==> src/rtl/imem_arbiter_if.sv <==
// Bus bundle between the two instruction-memory requesters, the arbiter and the memory pins.
// slave = arbiter side, master = requester/memory side.
interface imem_arbiter_if #(
  parameter int unsigned DW = 32,
  parameter int unsigned AW = 5
);
  logic          F_req_i;
  logic [AW-1:0] F_addr_i;
  logic          F_lock_i;
  logic          F_gnt_o;
  logic [DW-1:0] F_data_o;
  logic          F_valid_o;

  logic          D_req_i;
  logic [AW-1:0] D_addr_i;
  logic          D_lock_i;
  logic          D_gnt_o;
  logic [DW-1:0] D_data_o;
  logic          D_valid_o;

  logic [AW-1:0] Mem_addr_o;
  logic          Mem_read_en_o;
  logic [DW-1:0] Mem_read_data_i;

  modport slave (
    input  F_req_i, F_addr_i, F_lock_i,
    output F_gnt_o, F_data_o, F_valid_o,
    input  D_req_i, D_addr_i, D_lock_i,
    output D_gnt_o, D_data_o, D_valid_o,
    output Mem_addr_o, Mem_read_en_o,
    input  Mem_read_data_i
  );

  modport master (
    output F_req_i, F_addr_i, F_lock_i,
    input  F_gnt_o, F_data_o, F_valid_o,
    output D_req_i, D_addr_i, D_lock_i,
    input  D_gnt_o, D_data_o, D_valid_o,
    input  Mem_addr_o, Mem_read_en_o,
    output Mem_read_data_i
  );
endinterface

==> src/rtl/imem_arbiter.sv <==
// Fetch-priority read arbiter for the single-port instruction memory, with owner lock
// and a starvation counter that bounds how long the load/debug port can be denied.
module imem_arbiter #(
  parameter int unsigned DW       = 32,
  parameter int unsigned AW       = 5,
  parameter int unsigned MAX_WAIT = 4
) (
  input  logic          clk_i,
  input  logic          rst_i,
  imem_arbiter_if.slave bus
);

  typedef enum logic [1:0] {IDLE, OWN_F, OWN_D} state_t;

  state_t        r_state;
  state_t        w_state_next;
  logic [3:0]    r_wait_cnt;
  logic [3:0]    w_wait_next;
  logic          w_force;
  logic          w_f_gnt;
  logic          w_d_gnt;
  logic [AW-1:0] w_mem_addr;
  logic          r_pend;
  logic          r_tag;
  logic [DW-1:0] r_f_data;
  logic [DW-1:0] r_d_data;

  always_ff @(posedge clk_i) begin
    if (rst_i) begin
      r_state    <= IDLE;
      r_wait_cnt <= '0;
    end else begin
      r_state    <= w_state_next;
      r_wait_cnt <= w_wait_next;
    end
  end

  always_comb begin
    w_state_next = IDLE;
    if (w_f_gnt && bus.F_lock_i)
      w_state_next = OWN_F;
    else if (w_d_gnt && bus.D_lock_i)
      w_state_next = OWN_D;

    w_wait_next = '0;
    if (bus.D_req_i && !w_d_gnt)
      w_wait_next = (r_wait_cnt == 4'(MAX_WAIT)) ? r_wait_cnt : r_wait_cnt + 4'd1;
  end

  // Forced D grant is checked first so it can break an F lock.
  always_comb begin
    w_force    = (r_wait_cnt == 4'(MAX_WAIT)) && bus.D_req_i;
    w_f_gnt    = 1'b0;
    w_d_gnt    = 1'b0;
    if (!rst_i) begin
      if (w_force)
        w_d_gnt = 1'b1;
      else if (r_state == OWN_F && bus.F_req_i)
        w_f_gnt = 1'b1;
      else if (r_state == OWN_D && bus.D_req_i)
        w_d_gnt = 1'b1;
      else if (bus.F_req_i)
        w_f_gnt = 1'b1;
      else if (bus.D_req_i)
        w_d_gnt = 1'b1;
    end
    w_mem_addr = '0;
    if (w_f_gnt)
      w_mem_addr = bus.F_addr_i;
    else if (w_d_gnt)
      w_mem_addr = bus.D_addr_i;
  end

  // Memory data is valid by the edge ending the grant cycle, so it is captured there
  // and the tag steers the one-cycle valid pulse to the winner.
  always_ff @(posedge clk_i) begin
    if (rst_i) begin
      r_pend   <= 1'b0;
      r_tag    <= 1'b0;
      r_f_data <= '0;
      r_d_data <= '0;
    end else begin
      r_pend <= w_f_gnt | w_d_gnt;
      r_tag  <= w_d_gnt;
      if (w_f_gnt)
        r_f_data <= bus.Mem_read_data_i;
      if (w_d_gnt)
        r_d_data <= bus.Mem_read_data_i;
    end
  end

  assign bus.F_gnt_o       = w_f_gnt;
  assign bus.D_gnt_o       = w_d_gnt;
  assign bus.Mem_read_en_o = w_f_gnt | w_d_gnt;
  assign bus.Mem_addr_o    = w_mem_addr;
  assign bus.F_data_o      = r_f_data;
  assign bus.D_data_o      = r_d_data;
  assign bus.F_valid_o     = r_pend & ~r_tag;
  assign bus.D_valid_o     = r_pend & r_tag;

endmodule
==> src/flat_wrapper.sv <==
// flat-port wrapper written by rule: the top's interface ports become plain ports
module imem_arbiter_flat 
#(
  parameter int unsigned DW       = 32,
  parameter int unsigned AW       = 5,
  parameter int unsigned MAX_WAIT = 4
)
  (clk_i, rst_i, bus_F_req_i, bus_F_addr_i, bus_F_lock_i, bus_F_gnt_o, bus_F_data_o, bus_F_valid_o, bus_D_req_i, bus_D_addr_i, bus_D_lock_i, bus_D_gnt_o, bus_D_data_o, bus_D_valid_o, bus_Mem_addr_o, bus_Mem_read_en_o, bus_Mem_read_data_i);
  imem_arbiter_if #(.DW(DW), .AW(AW)) bus_i ();
  input  logic clk_i;
  input  logic rst_i;
  input wire logic [$bits(bus_i.F_req_i)-1:0] bus_F_req_i;
  input wire logic [$bits(bus_i.F_addr_i)-1:0] bus_F_addr_i;
  input wire logic [$bits(bus_i.F_lock_i)-1:0] bus_F_lock_i;
  output wire logic [$bits(bus_i.F_gnt_o)-1:0] bus_F_gnt_o;
  output wire logic [$bits(bus_i.F_data_o)-1:0] bus_F_data_o;
  output wire logic [$bits(bus_i.F_valid_o)-1:0] bus_F_valid_o;
  input wire logic [$bits(bus_i.D_req_i)-1:0] bus_D_req_i;
  input wire logic [$bits(bus_i.D_addr_i)-1:0] bus_D_addr_i;
  input wire logic [$bits(bus_i.D_lock_i)-1:0] bus_D_lock_i;
  output wire logic [$bits(bus_i.D_gnt_o)-1:0] bus_D_gnt_o;
  output wire logic [$bits(bus_i.D_data_o)-1:0] bus_D_data_o;
  output wire logic [$bits(bus_i.D_valid_o)-1:0] bus_D_valid_o;
  output wire logic [$bits(bus_i.Mem_addr_o)-1:0] bus_Mem_addr_o;
  output wire logic [$bits(bus_i.Mem_read_en_o)-1:0] bus_Mem_read_en_o;
  input wire logic [$bits(bus_i.Mem_read_data_i)-1:0] bus_Mem_read_data_i;
  assign bus_i.F_req_i = bus_F_req_i;
  assign bus_i.F_addr_i = bus_F_addr_i;
  assign bus_i.F_lock_i = bus_F_lock_i;
  assign bus_F_gnt_o = bus_i.F_gnt_o;
  assign bus_F_data_o = bus_i.F_data_o;
  assign bus_F_valid_o = bus_i.F_valid_o;
  assign bus_i.D_req_i = bus_D_req_i;
  assign bus_i.D_addr_i = bus_D_addr_i;
  assign bus_i.D_lock_i = bus_D_lock_i;
  assign bus_D_gnt_o = bus_i.D_gnt_o;
  assign bus_D_data_o = bus_i.D_data_o;
  assign bus_D_valid_o = bus_i.D_valid_o;
  assign bus_Mem_addr_o = bus_i.Mem_addr_o;
  assign bus_Mem_read_en_o = bus_i.Mem_read_en_o;
  assign bus_i.Mem_read_data_i = bus_Mem_read_data_i;
  imem_arbiter #(.DW(DW), .AW(AW), .MAX_WAIT(MAX_WAIT)) u_core (.clk_i(clk_i), .rst_i(rst_i), .bus(bus_i));
endmodule
==> config.mk <==
export PLATFORM = sky130hd
export DESIGN_NAME = imem_arbiter_flat
export DESIGN_NICKNAME = d
export VERILOG_FILES = /design/src/rtl/imem_arbiter_if.sv /design/src/rtl/imem_arbiter.sv /design/src/flat_wrapper.sv
export SDC_FILE = /design/constraint.sdc
export NUM_CORES = 1
export LEC_CHECK = 0
export CAP_MARGIN = 0
export CELL_PAD_IN_SITES_DETAIL_PLACEMENT = 0
export CELL_PAD_IN_SITES_GLOBAL_PLACEMENT = 2
export CORE_MARGIN = 5
export CORE_UTILIZATION = 27
export CTS_BUF_LIST = sky130_fd_sc_hd__clkbuf_4 sky130_fd_sc_hd__clkbuf_8
export CTS_CLUSTER_DIAMETER = 50
export CTS_CLUSTER_SIZE = 24
export DETAILED_ROUTE_END_ITERATION = 7
export HOLD_SLACK_MARGIN = 0.02
export PLACE_DENSITY = 0.87
export SLEW_MARGIN = 20
export SYNTH_ARGS = -nofsm -noshare
export SYNTH_HDL_FRONTEND = slang
export SYNTH_SLANG_ARGS = --single-unit
==> constraint.sdc <==
create_clock -name clk_i -period 1.9 [get_ports clk_i]
set_clock_uncertainty 0.05 [all_clocks]
set_input_delay 0.19 -clock clk_i [delete_from_list [all_inputs] [get_ports clk_i]]
set_output_delay 0.19 -clock clk_i [all_outputs]
set_load 0.02 [all_outputs]
==> metrics <==
Setup WS pre-CTS=-0.317 ns; sequential share of power=47.9%; Clock Latency Late Sink=0.34 ns; vias in the first global route=approximately 2600; Compound-Gate Fraction of Synth Area=between 2 and 3%; Max Fanout on Critical Path=5; RR Startpoint=u_core.r_wait_cnt[1]$_SDFFE_PP0P_; CTS clock-pin slew for the worst setup and hold paths=0.07 ns; violated checks=negative setup slack; largest net degree at the start of global routing=56; Peak supply drop=roughly 0.00036 V; Int Pwr=2.55 mW; fraction of layout instances using a drive strength above 1=13.6%; DP Area=4600 sq um; Final GP Congestion=0.687; CTS tree=yes; critical path startpoint=u_core.r_wait_cnt[1]$_SDFFE_PP0P_; Critical path destination=bus_Mem_addr_o[4]; Crit path arrival time=1.71 ns; first-pass GRT wire length=~13 mm; DRC=0; unrepaired setup endpoints after global routing=true; CP Launch Type=flop; clock group share of total power=30.6%; Post-Synthesis Cells=302; CTS sink cnt=approximately 70; reg2reg path depth=7; post-synthesis average cell area=10.5 sq um; Slew headroom=between 70% and 80%; Post-Synth XOR/XNOR Area=0%; Reg2Reg Capture Point=u_core.bus.D_data_o[25]$_SDFFE_PP0N_; area grow syn2layout=52.2%; yosys warns=0; Sw Pwr=around 0.9 mW; starting density of the core=about 28%; number of synthesized flops with an enable pin=0; Port Buf Inserts=121; aggregate negative setup slack=-0.226 ns; most frequent cells after synthesis=dfxtp_1, nand2b_1, nor2b_1; H-tree depth=3; Die ar.=14000 sq um; Power Density=between 700 and 800 nW/um^2; largest area contributor in the netlist=dfxtp_1; GRT overflow=0; Gate power share=roughly 22%; endpoints failing hold=0; initial antenna violation count=0; simple-gate area share of the yosys netlist=24.6%; top cells by area, synth=dfxtp_1, nand2b_1, mux2i_1, mux2_1, nor2b_1; # nets final=488; clock root buffer=clkbuf_8; dominant synthesized flop cell=dfxtp_1; GRT Overall Usage=11.3%; DR iter-0 viols=51; static leakage=1.96 nW; multiplexer share of the synthesized area=21.9%; Synth Area in Adders=less than 1%; Tcrit/Tclk final=103%; worst-margin pin slew=about 0.43 ns; core area=around 11000 sq um; post-synthesis async set-or-reset flop share=0%; Max Cap Viol=0; die width=118 um; FF+latch count, synth=72; Yosys top cell area share=45.6%; Netlist cell types=27; Critical Path RT=roughly 1.7 ns; DRT Wirelength=roughly 7.8 mm; Ports=approximately 120; vias per inst=4.29; # diodes=0; Mapped Area=between 3000 and 4000 sq um; status=complete, but fails checks; fin area=4810 sq um; final slew viol count=0; DR vias=2503; Reg2Reg Setup Slack=0.14 ns; Hold/Removal Path Class=in2reg; largest family of logic cells by synthesized area=simple AND/OR/NAND/NOR gates; TritonRoute pass-1 iters=4; endpoints failing setup=5; achievable frequency=0.513 GHz; syn nets=352; Placed Cells=approximately 570; Layout Cells excl Fill=a little under 600; post-route minimum period=between 1.5 and 2 ns; Final HPWL DP=5.61 mm; wire per inst=13.4 um; Hold Slack=0.372 ns; Net Sw Frac=26.1%; fin worst setup slack=-0.0512 ns; num rows=39; crit path kind=reg2out; DIE HEIGHT=118 um; Worst setup EP type=primary output; count leader, synth=dfxtp_1; post-route ant nets=0; cts bufs inserted=9; Longest Clk Path Bufs=2; sequential element share of the synthesized area=a little under half
[power by group through the flow]
stage,sequential (mW),clock [mW],combinational [mW]
5_1_grt,1.66,1.18,0.797
4_1_cts,1.65,1.13,0.753
6_report,1.65,1.06,0.741
3_3_place_gp,1.68,0,0.741
3_5_place_dp,1.69,0,0.746
2_1_floorplan,1.80,0,0.252
[metal layers]
layer  routed length, um  part of all wire, %  global-route usage [%]
met4                  98                  1.3                    4.52
met5                   0                    0                       0
met2                3640                   47                    18.6
met1                3430                   44                    13.1
met3                 625                  8.0                    4.78
[cell families (layout without fill, tap and decap cells)]
logic type | count (synthesis) | count (layout)
adder cells (fa/ha/maj) | 2 | 2
multiplexers | 65 | 65
AO/OA/AOI/OAI | 10 | 10
flip-flops | 72 | 72
AND/OR/NAND/NOR | 124 | 124
buffers and inverters | 29 | 167
[cell usage in the layout, fill, tap and decap left out, types with 4 or more instances in the layout]
| cell type | count |
|---|---|
| buf_2 | 6 |
| nor2b_1 | 35 |
| mux2_2 | 5 |
| o32ai_1 | 4 |
| dfxtp_1 | 70 |
| nor2_1 | 9 |
| clkbuf_8 | 11 |
| clkdlybuf4s50_1 | 112 |
| mux2_1 | 27 |
| buf_4 | 23 |
| nand2b_1 | 71 |
| inv_1 | 8 |
| mux2i_1 | 33 |
[timing repair]
action / CTS / global route
setup buffers: 3 / 1
hold buffers: 0 / 0
gates resized for setup: 40 / 3
pin swaps: 3 / 1
setup endpoints to repair: 31 / 12
[worst min-delay path by stage]
| stage | from | end | slack, ns | cells past startpoint |
|---|---|---|---|---|
| after floorplan | bus_F_req_i | u_core.r_tag$_SDFF_PP0_ | 0.25 | 1 |
| after global placement | u_core.bus.F_data_o[15]$_SDFFE_PP0P_ | u_core.bus.F_data_o[15]$_SDFFE_PP0P_ | 0.41 | 2 |
| after detailed placement | u_core.bus.F_data_o[23]$_SDFFE_PP0P_ | u_core.bus.F_data_o[23]$_SDFFE_PP0P_ | 0.42 | 2 |
| after CTS | bus_F_lock_i | u_core.r_state[0]$_SDFF_PP0_ | 0.34 | 2 |
| after global routing | bus_F_lock_i | u_core.r_state[0]$_SDFF_PP0_ | 0.36 | 2 |
| final | bus_F_lock_i | u_core.r_state[0]$_SDFF_PP0_ | 0.37 | 2 |
[registers in the layout, summed over array words and instances, names as in the netlist]
name,count
u_core.r_wait_cnt,4
u_core.bus.F_data_o,32
u_core.bus.D_data_o,32
u_core.r_tag,1
u_core.r_pend,1
u_core.r_state,2
[critical path, stage by stage, from the launching register on]
cell     delay (ns)
dfxtp_2        0.33
inv_2          0.04
ha_4           0.16
and3b_1        0.20
o31ai_2        0.21
buf_4          0.17
o32ai_1        0.08
buf_2          0.17
[through the flow]
stage / total power [mW] / utilization (%)
global route: 3.64 / 42.1
finish: 3.45 / 42.1
floorplan: 2.05 / -
CTS: 3.53 / 41.9
global placement: 2.42 / 40.3
detailed placement: 2.43 / 40.3
[layout make-up]
cell class	count	area, sq um
fill	1158	6610
multi-input combinational	201	1620
sequential	72	1440
timing repair buffer	144	1360
tap	143	179
clock buffer	12	159
inverter	10	37.5
clock inverter	1	5.00
No activity file was read; power rests on OpenSTA's default activity.
